### src/rtl/instr_sequencer.sv
// Multicycle FETCH/DECODE/EXEC/WB sequencer owning PC, IR and CPSR flags.
// Optional perf counters are built when SEQ_PERF_CNT_EN is defined.
module instr_sequencer #(
  parameter logic [31:0] PC_RESET = 32'h0000_0000,
  parameter int unsigned PC_STEP  = 4,
  parameter int unsigned BR_BIAS  = 8
) (
  input  logic        clk,
  input  logic        rst_n,
  input  logic        halt_req,
  output logic        imem_req,
  output logic [31:0] imem_addr,
  input  logic        imem_ack,
  input  logic [31:0] imem_rdata,
  input  logic        dmem_busy,
  input  logic [3:0]  alu_nzcv,
  input  logic        flags_we,
  input  logic        bf,
  input  logic [31:0] branchimm,
  output logic [1:0]  state,
  output logic [31:0] pc,
  output logic [31:0] ir,
  output logic [3:0]  cpsr_nzcv,
  output logic        cond_pass,
  output logic        retire,
  output logic        halted,
  output logic [31:0] perf_cycles,
  output logic [31:0] perf_retired
);

  typedef enum logic [1:0] {
    FETCH  = 2'b00,
    DECODE = 2'b01,
    EXEC   = 2'b10,
    WB     = 2'b11
  } seq_state_t;

  localparam logic [31:0] STEP = 32'(PC_STEP);
  localparam logic [31:0] BIAS = 32'(BR_BIAS);

  seq_state_t  cur_state, nxt_state;
  logic        cond_ok;
  logic [31:0] pc_seq, pc_br, br_off;
  logic        unused_imm_hi;

  assign state         = cur_state;
  assign imem_addr     = pc;
  assign br_off        = {{6{branchimm[23]}}, branchimm[23:0], 2'b00};
  assign pc_seq        = pc + STEP;
  assign pc_br         = pc + BIAS + br_off;
  assign unused_imm_hi = ^branchimm[31:24];

  // ARM condition field evaluated against the architectural flags
  always_comb begin
    cond_ok = 1'b0;
    case (ir[31:28])
      4'h0: cond_ok = cpsr_nzcv[2];
      4'h1: cond_ok = !cpsr_nzcv[2];
      4'h2: cond_ok = cpsr_nzcv[1];
      4'h3: cond_ok = !cpsr_nzcv[1];
      4'h4: cond_ok = cpsr_nzcv[3];
      4'h5: cond_ok = !cpsr_nzcv[3];
      4'h6: cond_ok = cpsr_nzcv[0];
      4'h7: cond_ok = !cpsr_nzcv[0];
      4'h8: cond_ok = cpsr_nzcv[1] && !cpsr_nzcv[2];
      4'h9: cond_ok = !cpsr_nzcv[1] || cpsr_nzcv[2];
      4'hA: cond_ok = (cpsr_nzcv[3] == cpsr_nzcv[0]);
      4'hB: cond_ok = (cpsr_nzcv[3] != cpsr_nzcv[0]);
      4'hC: cond_ok = !cpsr_nzcv[2] && (cpsr_nzcv[3] == cpsr_nzcv[0]);
      4'hD: cond_ok = cpsr_nzcv[2] || (cpsr_nzcv[3] != cpsr_nzcv[0]);
      4'hE: cond_ok = 1'b1;
      default: cond_ok = 1'b0;
    endcase
  end

  always_comb begin
    nxt_state = cur_state;
    case (cur_state)
      FETCH:  if (imem_req && imem_ack) nxt_state = DECODE;
      DECODE: nxt_state = cond_ok ? EXEC : FETCH;
      EXEC:   if (!dmem_busy) nxt_state = WB;
      WB:     nxt_state = FETCH;
      default: nxt_state = FETCH;
    endcase
  end

  always_ff @(posedge clk or negedge rst_n) begin
    if (!rst_n) cur_state <= FETCH;
    else        cur_state <= nxt_state;
  end

  // Leaving an instruction pre-arms the next fetch unless a halt is pending,
  // so an ack in the first FETCH cycle completes the fetch in one cycle.
  always_ff @(posedge clk or negedge rst_n) begin
    if (!rst_n) begin
      pc        <= PC_RESET;
      ir        <= 32'h0;
      cpsr_nzcv <= 4'h0;
      imem_req  <= 1'b0;
      cond_pass <= 1'b0;
      retire    <= 1'b0;
      halted    <= 1'b0;
    end else begin
      retire <= 1'b0;
      case (cur_state)
        FETCH: begin
          if (!imem_req) begin
            if (halt_req) begin
              halted <= 1'b1;
            end else begin
              halted   <= 1'b0;
              imem_req <= 1'b1;
            end
          end else if (imem_ack) begin
            ir       <= imem_rdata;
            imem_req <= 1'b0;
          end
        end
        DECODE: begin
          cond_pass <= cond_ok;
          if (!cond_ok) begin
            pc       <= pc_seq;
            retire   <= 1'b1;
            imem_req <= !halt_req;
          end
        end
        WB: begin
          if (flags_we) cpsr_nzcv <= alu_nzcv;
          pc       <= bf ? pc_br : pc_seq;
          retire   <= 1'b1;
          imem_req <= !halt_req;
        end
        default: ;
      endcase
    end
  end

`ifdef SEQ_PERF_CNT_EN
  always_ff @(posedge clk or negedge rst_n) begin
    if (!rst_n) begin
      perf_cycles  <= 32'h0;
      perf_retired <= 32'h0;
    end else begin
      if (!halted && perf_cycles != 32'hFFFF_FFFF) perf_cycles <= perf_cycles + 32'h1;
      if (retire && perf_retired != 32'hFFFF_FFFF) perf_retired <= perf_retired + 32'h1;
    end
  end
`else
  assign perf_cycles  = 32'h0;
  assign perf_retired = 32'h0;
`endif

endmodule

### config.mk
export PLATFORM = sky130hd
export DESIGN_NAME = instr_sequencer
export DESIGN_NICKNAME = d
export VERILOG_FILES = /design/src/rtl/instr_sequencer.sv
export SDC_FILE = /design/constraint.sdc
export NUM_CORES = 1
export LEC_CHECK = 0
export ABC_AREA = 0
export BUFFER_PORTS_ARGS = -buffer_cell sky130_fd_sc_hd__buf_2
export CAP_MARGIN = 20
export CORE_ASPECT_RATIO = 1.1
export CORE_MARGIN = 5
export CORE_UTILIZATION = 54
export DETAILED_ROUTE_END_ITERATION = 8
export PLACE_DENSITY_LB_ADDON = 0.08
export SYNTH_ARGS = -nofsm -noshare
export SYNTH_HDL_FRONTEND = slang
export SYNTH_SLANG_ARGS = --single-unit
### constraint.sdc
create_clock -name clk -period 6.7 [get_ports clk]
set_input_delay 0 -clock clk [delete_from_list [all_inputs] [get_ports clk]]
set_output_delay 0 -clock clk [all_outputs]
set_load 0.02 [all_outputs]
Word-level counts from Yosys, hierarchy flattened
Cells that the tools add are included.

storage, ports and cells
  bits in read-only memories = 0
  bits in writable memories = 0
  latch bits = 0
  input port bits = 75
  flip-flop bits (word level) = 74
  output and inout port bits = 170
  word-level logic and storage cells = 70
  memories = 0

operators by class
  shifts and indexed selects = 0
  multiply operators = 0
  div/mod/pow operators = 0
  muxes and demuxes = 16
  reductions and logical operators = 20
  bitwise gates (word level) = 1
  magnitude comparators = 0
  eq/ne operators = 22
  $add $sub $neg = 3

operators by type and width
  cell                   count
  $mux 32                2
  $pmux 32 s2            1
  $add 32x3->32 const B  1
  $add 32x32->32         1
  $add 32x4->32 const B  1
  $eq 4x4->1 const B     7
  $eq 4x3->1 const B     4
  $pmux 1 s15            1
  $reduce_and 2->1       5
  $eq 4x2->1 const B     2
  $pmux 2 s4             1
  $mux 1                 6
  $mux 2                 3
  $ne 2x2->1 const B     3
  $logic_not 1->1        5
  $eq 2x2->1 const B     2
  $eq 4x1->1 const B     1
  $logic_not 4->1        1
  $logic_and 1x1->1      3
  $pmux 1 s3             1
  $reduce_and 3->1       1
  $reduce_bool 3->1      1
  $eq 2x1->1 const B     1
  $logic_not 2->1        1
  other kinds (6)        7

Depth between registers and ports, before layout
Gate-level depths: netlist (run 1).

  depth after elaboration = 5
  depth in mapped cells = 13
  depth with buffers taken out = 13

Worst setup path after synthesis (run 1)
No wires, ideal clock.

  path type = reg2reg
  from = register pc[3], in the netlist imem_addr[3]
  to = register pc[31], in the netlist imem_addr[31]
  path slack = 3.544 ns
  library setup time = 0.131 ns
  arrival time = 3.025 ns
  path buffers = 0
  required time = 6.569 ns
  period minus slack after synthesis = 3.156 ns
  stages on the path, launching flop included = 14
  cell sequence = dfrtp_1 -> inv_1 -> ha_1 -> inv_1 -> ha_1 -> fa_1 -> a211oi_1 -> o21bai_2 -> o211ai_1 -> a31oi_1 -> o22ai_1 -> o211ai_1 -> mux2i_1 -> or3_1

between the ends
  word-level cells in the longest chain between the ends = 4
  elaborated cells on any way between the ends = 6
  classes of those cells = 3 x add/sub; 3 x mux

RTL lines
  what                    RTL line  RTL
  from (decl)             21        output logic [31:0] pc,
  from (signal assigned)  122       pc <= pc_seq;
  from (signal assigned)  129       pc <= bf ? pc_br : pc_seq;
  $add 32x4->32           50        assign pc_br = pc + BIAS + br_off;
  $add 32x32->32          50
  $mux 32                 129
  $pmux 32 s2 *           105       case (cur_state)

Mark *: on every way between the ends. The rest lies on a longest branch, timed or not. The select of a mux whose other input is x is not followed.
A chain may end at the register's enable or synchronous reset.

Final worst setup path (run 1)
Ends and elaborated chain as after synthesis.

==> results of run 1 <==
## cell families (layout without fill, tap and decap cells)
group	count (synthesis)	count (layout)
AO/OA/AOI/OAI	194	194
AND/OR/NAND/NOR	173	173
buffers and inverters	146	244
flip-flops	72	72
adder cells (fa/ha/maj)	59	59
multiplexers	46	46
XOR/XNOR	23	23
other	1	68
## final cells by class
type | instances | area share, %
Multi-Input combinational cell | 563 | 51.0
Sequential cell | 72 | 24.3
Timing Repair Buffer | 211 | 17.0
Clock buffer | 9 | 3.03
Tap cell | 150 | 2.53
Clock inverter | 7 | 1.35
Inverter | 17 | 0.859
## timing repair
action / in CTS / in global routing
hold endpoints to repair: 111 / 0
hold buffers: 39 / 0
gates resized for setup: 0 / 0
## synth_stat cells, types with 5 or more instances
library cell,count
buf_2,9
xnor2_1,17
and3_1,13
o21ai_1,8
mux2_2,36
nand2_1,60
nand3_1,32
buf_6,5
inv_1,16
clkbuf_1,13
mux2i_1,10
a21o_1,13
a21oi_1,72
ha_1,58
a31oi_1,5
xor2_1,6
nor2_1,27
o21bai_1,7
nor3_1,7
nand4_1,7
dfrtp_1,72
buf_4,98
o21ai_0,36
## path summary, 6_finish.rpt
path                              start             to  cells past startpoint
min                        branchimm[0]   imem_addr[2]                      4
min reg2reg                       ir[8]          ir[8]                      1
min in group asynchronous         rst_n         ir[12]                      3
max                        imem_addr[3]  imem_addr[31]                     13
max in group asynchronous         rst_n  imem_addr[26]                      3
max reg2reg                imem_addr[3]  imem_addr[31]                     13
## routing by layer
layer	share of wire, %	routed length, µm	global-route usage [%]
met5	0	0	0
met4	1.1	184	6.69
met3	7.5	1300	4.80
met2	50	8740	41.1
met1	41	7180	30.0
## flip-flops by register name, summed over array words and instances (netlist names), named ones only
name,flops
halted,1
imem_addr,30
state,1
cpsr_nzcv,4
ir,32
cond_pass,1
imem_req,1
retire,1
## worst reg2reg max path, cell delays in order, from the launching register on
cell,delay [ps]
dfrtp_1,470
inv_1,70
ha_1,270
inv_1,40
ha_1,240
fa_1,440
a211oi_1,280
o21bai_2,150
o211ai_1,290
a31oi_1,140
o22ai_1,300
o211ai_1,210
mux2i_1,150
or3_1,370
## layout by cell type (no fill, tap or decap), drive strengths merged, types with 17 or more instances in the layout
master,netlist,layout
buf,114,172
a21oi,73,73
dfrtp,72,72
conb,1,68
nand2,60,60
ha,58,58
o21ai,46,46
dlygate4sd3,0,39
mux2,36,36
nand3,32,32
nor2,28,28
inv,17,20
xnor2,17,17
## through the flow
step	utilization (%)	worst slack, ps	std cells
2_1_floorplan	-	3540	781
3_3_place_gp	58.7	3280	974
3_5_place_dp	58.7	3150	974
4_1_cts	64.9	3130	1029
5_1_grt	64.9	2960	1029
6_report	64.9	3170	1029
## report_power, final
| group | internal, W | switching (W) |
|---|---|---|
| combinational | 0.000864 | 0.00136 |
| sequential | 0.000642 | 0.000265 |
| clock | 0.000330 | 0.000203 |
| total | 0.00184 | 0.00183 |
==> run_results.csv, run 1 <==
group,metric,value,unit
hold_path,worstHoldPathType,"primary input to register",
floorplan,die_width,113,µm
grt,grt.total_usage,23.7,%
route,vias,5670,
clock_network,path_clk_slew,70,ps
synth,synth_compound_gate_area_share,19.5,%
route,dr.pass1.iters,5,
sta,rsz0062_at_grt,"no",
grt,grt_overflow,0,
synth,yosys.area_share.simple,13.3,%
synth,synth-xor-area-share,3.19,%
critical_path,required,6910,ps
run,max_cap_violations,0,
route,via_per_inst,5.51,
sta,tightestPinTransition,955,ps
critical_path,slowest_stage,"dfrtp_1",
grt,grt_max_degree,73,
placed_design,dpl-instance-area,0.00671,mm²
sta,hold_ws,53.2,ps
sta,hold_violations,0,
synth,synth_top_area_cell,"dfrtp_1",
clock_network,clockBufferDepth,2,
synth,avgSynthCellArea,8.84,µm²
clock_network,cts_made_buffers,9,
synth,ys_seq_area_share,28.5,%
power,ir_drop,0.000262,V
floorplan,start_util,55.2,%
critical_path,startpoint_type,"register",
floorplan,core_area,0.0114,mm²
status,status,"complete, no violations",
floorplan,dieArea,0.0140,mm²
synth,synth_top_area_share,28.5,%
synth,syn-cell-area,0.00631,mm²
clock_network,cts_tree,"built",
layout,seq_area,0.00180,mm²
route,drtAntennaViolNets,0,
critical_path,critPathCaptureType,"register",
placed_design,hpwl,12.3,mm
critical_path,cp_max_fo,7,
layout,antennaDiodeCount,0,
critical_path,crit_type,"register to register",
synth,ys_types,69,
synth,synth_adder_area_share,11.8,%
layout,multi_input_area,0.00379,mm²
sta,min_period,3530,ps
synth,ys.flop_type,"dfrtp_1",
route,drc,0,
layout,design_area,0.00743,mm²
placed_design,io_buffers,168,
layout,nNetsFinal,1008,
synth,synth.area.mux_share,8.01,%
synth,syn_inst,714,
clock_network,post-cts-setup-buffers,0,
critical_path,cpLargestDelayFamily,"compound AO/OA/AOI/OAI gates",
synth,ys_ff_latch,72,
clock_network,clk_latency,340,ps
layout,drive_gt1_share,27.3,%
route,wirelength,17.4,mm
grt,grt_pass1_wl,27.0,mm
grt,antenna_found_initial,0,
sta,fin_crit_sh,52.7,%
route,initialDrtViolationCount,317,
critical_path,crit_buf_inv,2,
critical_path,cp_data_arrival_time,3740,ps
synth,yosysWarnings,0,
sta,setup_viol,0,
power,p_total,0.00367,W
floorplan,die_y,123,µm
placed_design,place_congestion,0.883,
floorplan,pin_count,245,
power,powerDensity,494,mW/mm²
synth,synth_async_sr_flop_share,100,%
layout,area_growth,17.7,%
synth,synth_top_family_by_area,"compound AO/OA/AOI/OAI gates",
sta,final_max_slew_viol_count,0,
clock_network,cts_sinks,72,
sta,max_slew_margin,36.3,%
critical_path,r2r_slack,3170,ps
critical_path,slowest_delay,470,ps
critical_path,path_cells,"inv_1 -> ha_1 -> inv_1 -> ha_1 -> fa_1 -> a211oi_1 -> o21bai_2 -> o211ai_1 -> a31oi_1 -> o22ai_1 -> o211ai_1 -> mux2i_1 -> or3_1",
sta,fmax,283,MHz
grt,grt_pass1_vias,5402,
route,wire_per_inst,16.9,µm
synth,synth-edff-count,0,
synth,synth.area.top_cells,"dfrtp_1 (29%), buf_4 (12%), ha_1 (11%)",
floorplan,std_cell_rows,41,
power,leakage,3.82,nW
clock_network,h-tree-depth,3,
sta,tns,0,ps
clock_network,cts_root_buf,"clkbuf_16",
layout,fillCellCount,960,
sta,fin_skew,10.3,ps
(Power assumes the default switching activity.)
==> run 2: changes to the inputs <==
CORE_UTILIZATION = 46   (was 54)
clock period = 2.8 ns   (was 6.7 ns; I/O delays follow)
==> run_results.csv, run 2 (synthesized netlist as in run 1, its figures left out) <==
group,metric,value,unit
power,switchingPower,0.00461,W
critical_path,cp_data_arrival_time,2980,ps
critical_path,startpoint_type,"register",
hold_path,hold_end,"imem_addr[2]",
critical_path,reg2reg_to,"imem_addr[31]",
run,max_cap_violations,0,
placed_design,io_buffers,168,
grt,grt_max_degree,73,
layout,largest_register,"ir",
power,power_frac_seq,20.5,%
placed_design,place_congestion,0.844,
route,drtAntennaViolNets,0,
power,powerDensity,1190,mW/mm²
floorplan,start_util,46.3,%
floorplan,pin_count,245,
floorplan,die_width,122,µm
power,p_clk_share,13.2,%
grt,grt_overflow,0,
sta,fin_crit_sh,98.5,%
floorplan,die_y,133,µm
grt,grt.total_usage,21.3,%
route,vias,5877,
sta,tightestPinTransition,502,ps
power,leakage,4.09,nW
critical_path,required,3020,ps
power,comb_power_share,66.2,%
grt,grt_pass1_wl,28.3,mm
hold_path,hold_path.startpoint,"branchimm[0]",
route,via_per_inst,5.23,
layout,antennaDiodeCount,0,
critical_path,reg2reg_depth,13,
clock_network,clk_latency,340,ps
floorplan,dieArea,0.0162,mm²
sta,final_max_slew_viol_count,0,
floorplan,std_cell_rows,45,
clock_network,cts_root_buf,"clkbuf_16",
hold_path,worstHoldPathType,"primary input to register",
placed_design,hpwl,13.4,mm
layout,largest_reg_flops,32,
power,ir_drop,0.000627,V
layout,area_growth,28.4,%
floorplan,core_area,0.0136,mm²
clock_network,h-tree-depth,3,
power,intPower,0.00504,W
layout,drive_gt1_share,34.2,%
power,swShare,47.8,%
sta,hold_violations,0,
hold_path,hold-path-cell-count,4,
critical_path,cp_max_fo,3,
clock_network,cts_tree,"built",
route,initialDrtViolationCount,204,
sta,tns,0,ps
route,dr.pass1.iters,6,
status,status,"complete, no violations",
layout,mostFrequentLayoutCells,"buf_2 (167), a21oi_1 (71), dfrtp_1 (71)",
sta,fin_skew,7.54,ps
layout,layout_commonest_cell,"buf_2",
route,wire_per_inst,15.9,µm
clock_network,path_clk_slew,60,ps
route,wirelength,17.9,mm
grt,antenna_found_initial,0,
sta,max_slew_margin,66.5,%
clock_network,cts_made_buffers,9,
critical_path,critPathCaptureType,"register",
clock_network,cts_sinks,72,
critical_path,r2r_slack,40,ps
sta,fmax,363,MHz
sta,min_period,2760,ps
critical_path,reg2reg_from,"imem_addr[3]",
sta,setup_viol,0,
grt,grt_pass1_vias,5726,
sta,rsz0062_at_grt,"yes",
clock_network,clockBufferDepth,2,
critical_path,crit_type,"register to register",
layout,nNetsFinal,1064,
route,drc,0,
layout,final_core_util,59.5,%
[run 2: changes by cell type in the layout (fill, tap and decap cells not counted), sizes merged]
cell	previous run	this run
inv	20	19
buf	172	228
clkinv	2	1
clkinvlp	0	2
[run 2: power groups by stage]
stage	Clock, W	Sequential, W	Combinational [W]
2_1_floorplan	0	0.00260	0.00376
3_3_place_gp	0	0.00194	0.00601
3_5_place_dp	0	0.00198	0.00605
4_1_cts	0.00131	0.00197	0.00617
5_1_grt	0.00136	0.00206	0.00698
6_report	0.00128	0.00198	0.00639
[run 2: repair_timing]
action                                  4_1_cts  5_1_grt
hold endpoints to repair                    111        0
hold buffers                                 39        0
endpoints found under the setup margin        2       11
pin swaps                                     3        9
resized for setup                             3       18
setup buffers                                 2        1
[run 2: worst max-delay path, cell delays in order (launching register included)]
cell and delay, ps:
dfrtp_2 360, inv_2 40, ha_4 250, inv_2 40
ha_4 150, fa_2 370, a211oi_2 240, o21bai_2 100
o211ai_1 220, a31oi_1 140, o22ai_2 140, o211ai_1 140
mux2i_1 130, or3_1 300
[run 2: area by class of cell]
| cell class | instances | area (µm²) |
|---|---|---|
| Timing Repair Buffer | 267 | 1720 |
| Clock inverter | 7 | 101 |
| Clock buffer | 9 | 225 |
| Multi-Input combinational cell | 563 | 3960 |
| Inverter | 17 | 63.8 |
| Sequential cell | 72 | 1800 |
| Fill cell | 1244 | 5520 |
| Tap cell | 188 | 235 |
[run 2: worst max path at each step]
stage	from	to	depth (start not counted)
final	imem_addr[3]	imem_addr[31]	13
after detailed placement	imem_addr[3]	imem_addr[31]	13
after global routing	imem_addr[3]	imem_addr[31]	13
after floorplan	imem_addr[3]	imem_addr[31]	13
after CTS	imem_addr[9]	imem_addr[28]	10
after global placement	imem_addr[3]	imem_addr[31]	13
[run 2: through the flow]
| stage | setup slack (ps) | total power (W) | hold slack (ps) | cell area [µm²] | cells |
|---|---|---|---|---|---|
| 2_1_floorplan | 8.30 | 0.00637 | -296 | 6600 | 781 |
| 3_3_place_gp | 15.1 | 0.00795 | 190 | 7200 | 1064 |
| 3_5_place_dp | -16.5 | 0.00803 | 193 | 7200 | 1064 |
| 4_1_cts | 12.2 | 0.00945 | 26.8 | 7950 | 1121 |
| 5_1_grt | -78.5 | 0.0104 | 58.7 | 8110 | 1123 |
| 6_report | 43.1 | 0.00965 | 37.4 | 8110 | 1123 |
[run 2: per-layer routing]
| layer | GRT usage (%) | vias to the layer above | routed length, µm |
|---|---|---|---|
| li1 | - | 2857 | - |
| met1 | 26.5 | 2799 | 7270 |
| met2 | 37.4 | 198 | 9250 |
| met3 | 4.28 | 23 | 1060 |
| met4 | 5.67 | 0 | 293 |
| met5 | 0 | - | 0 |
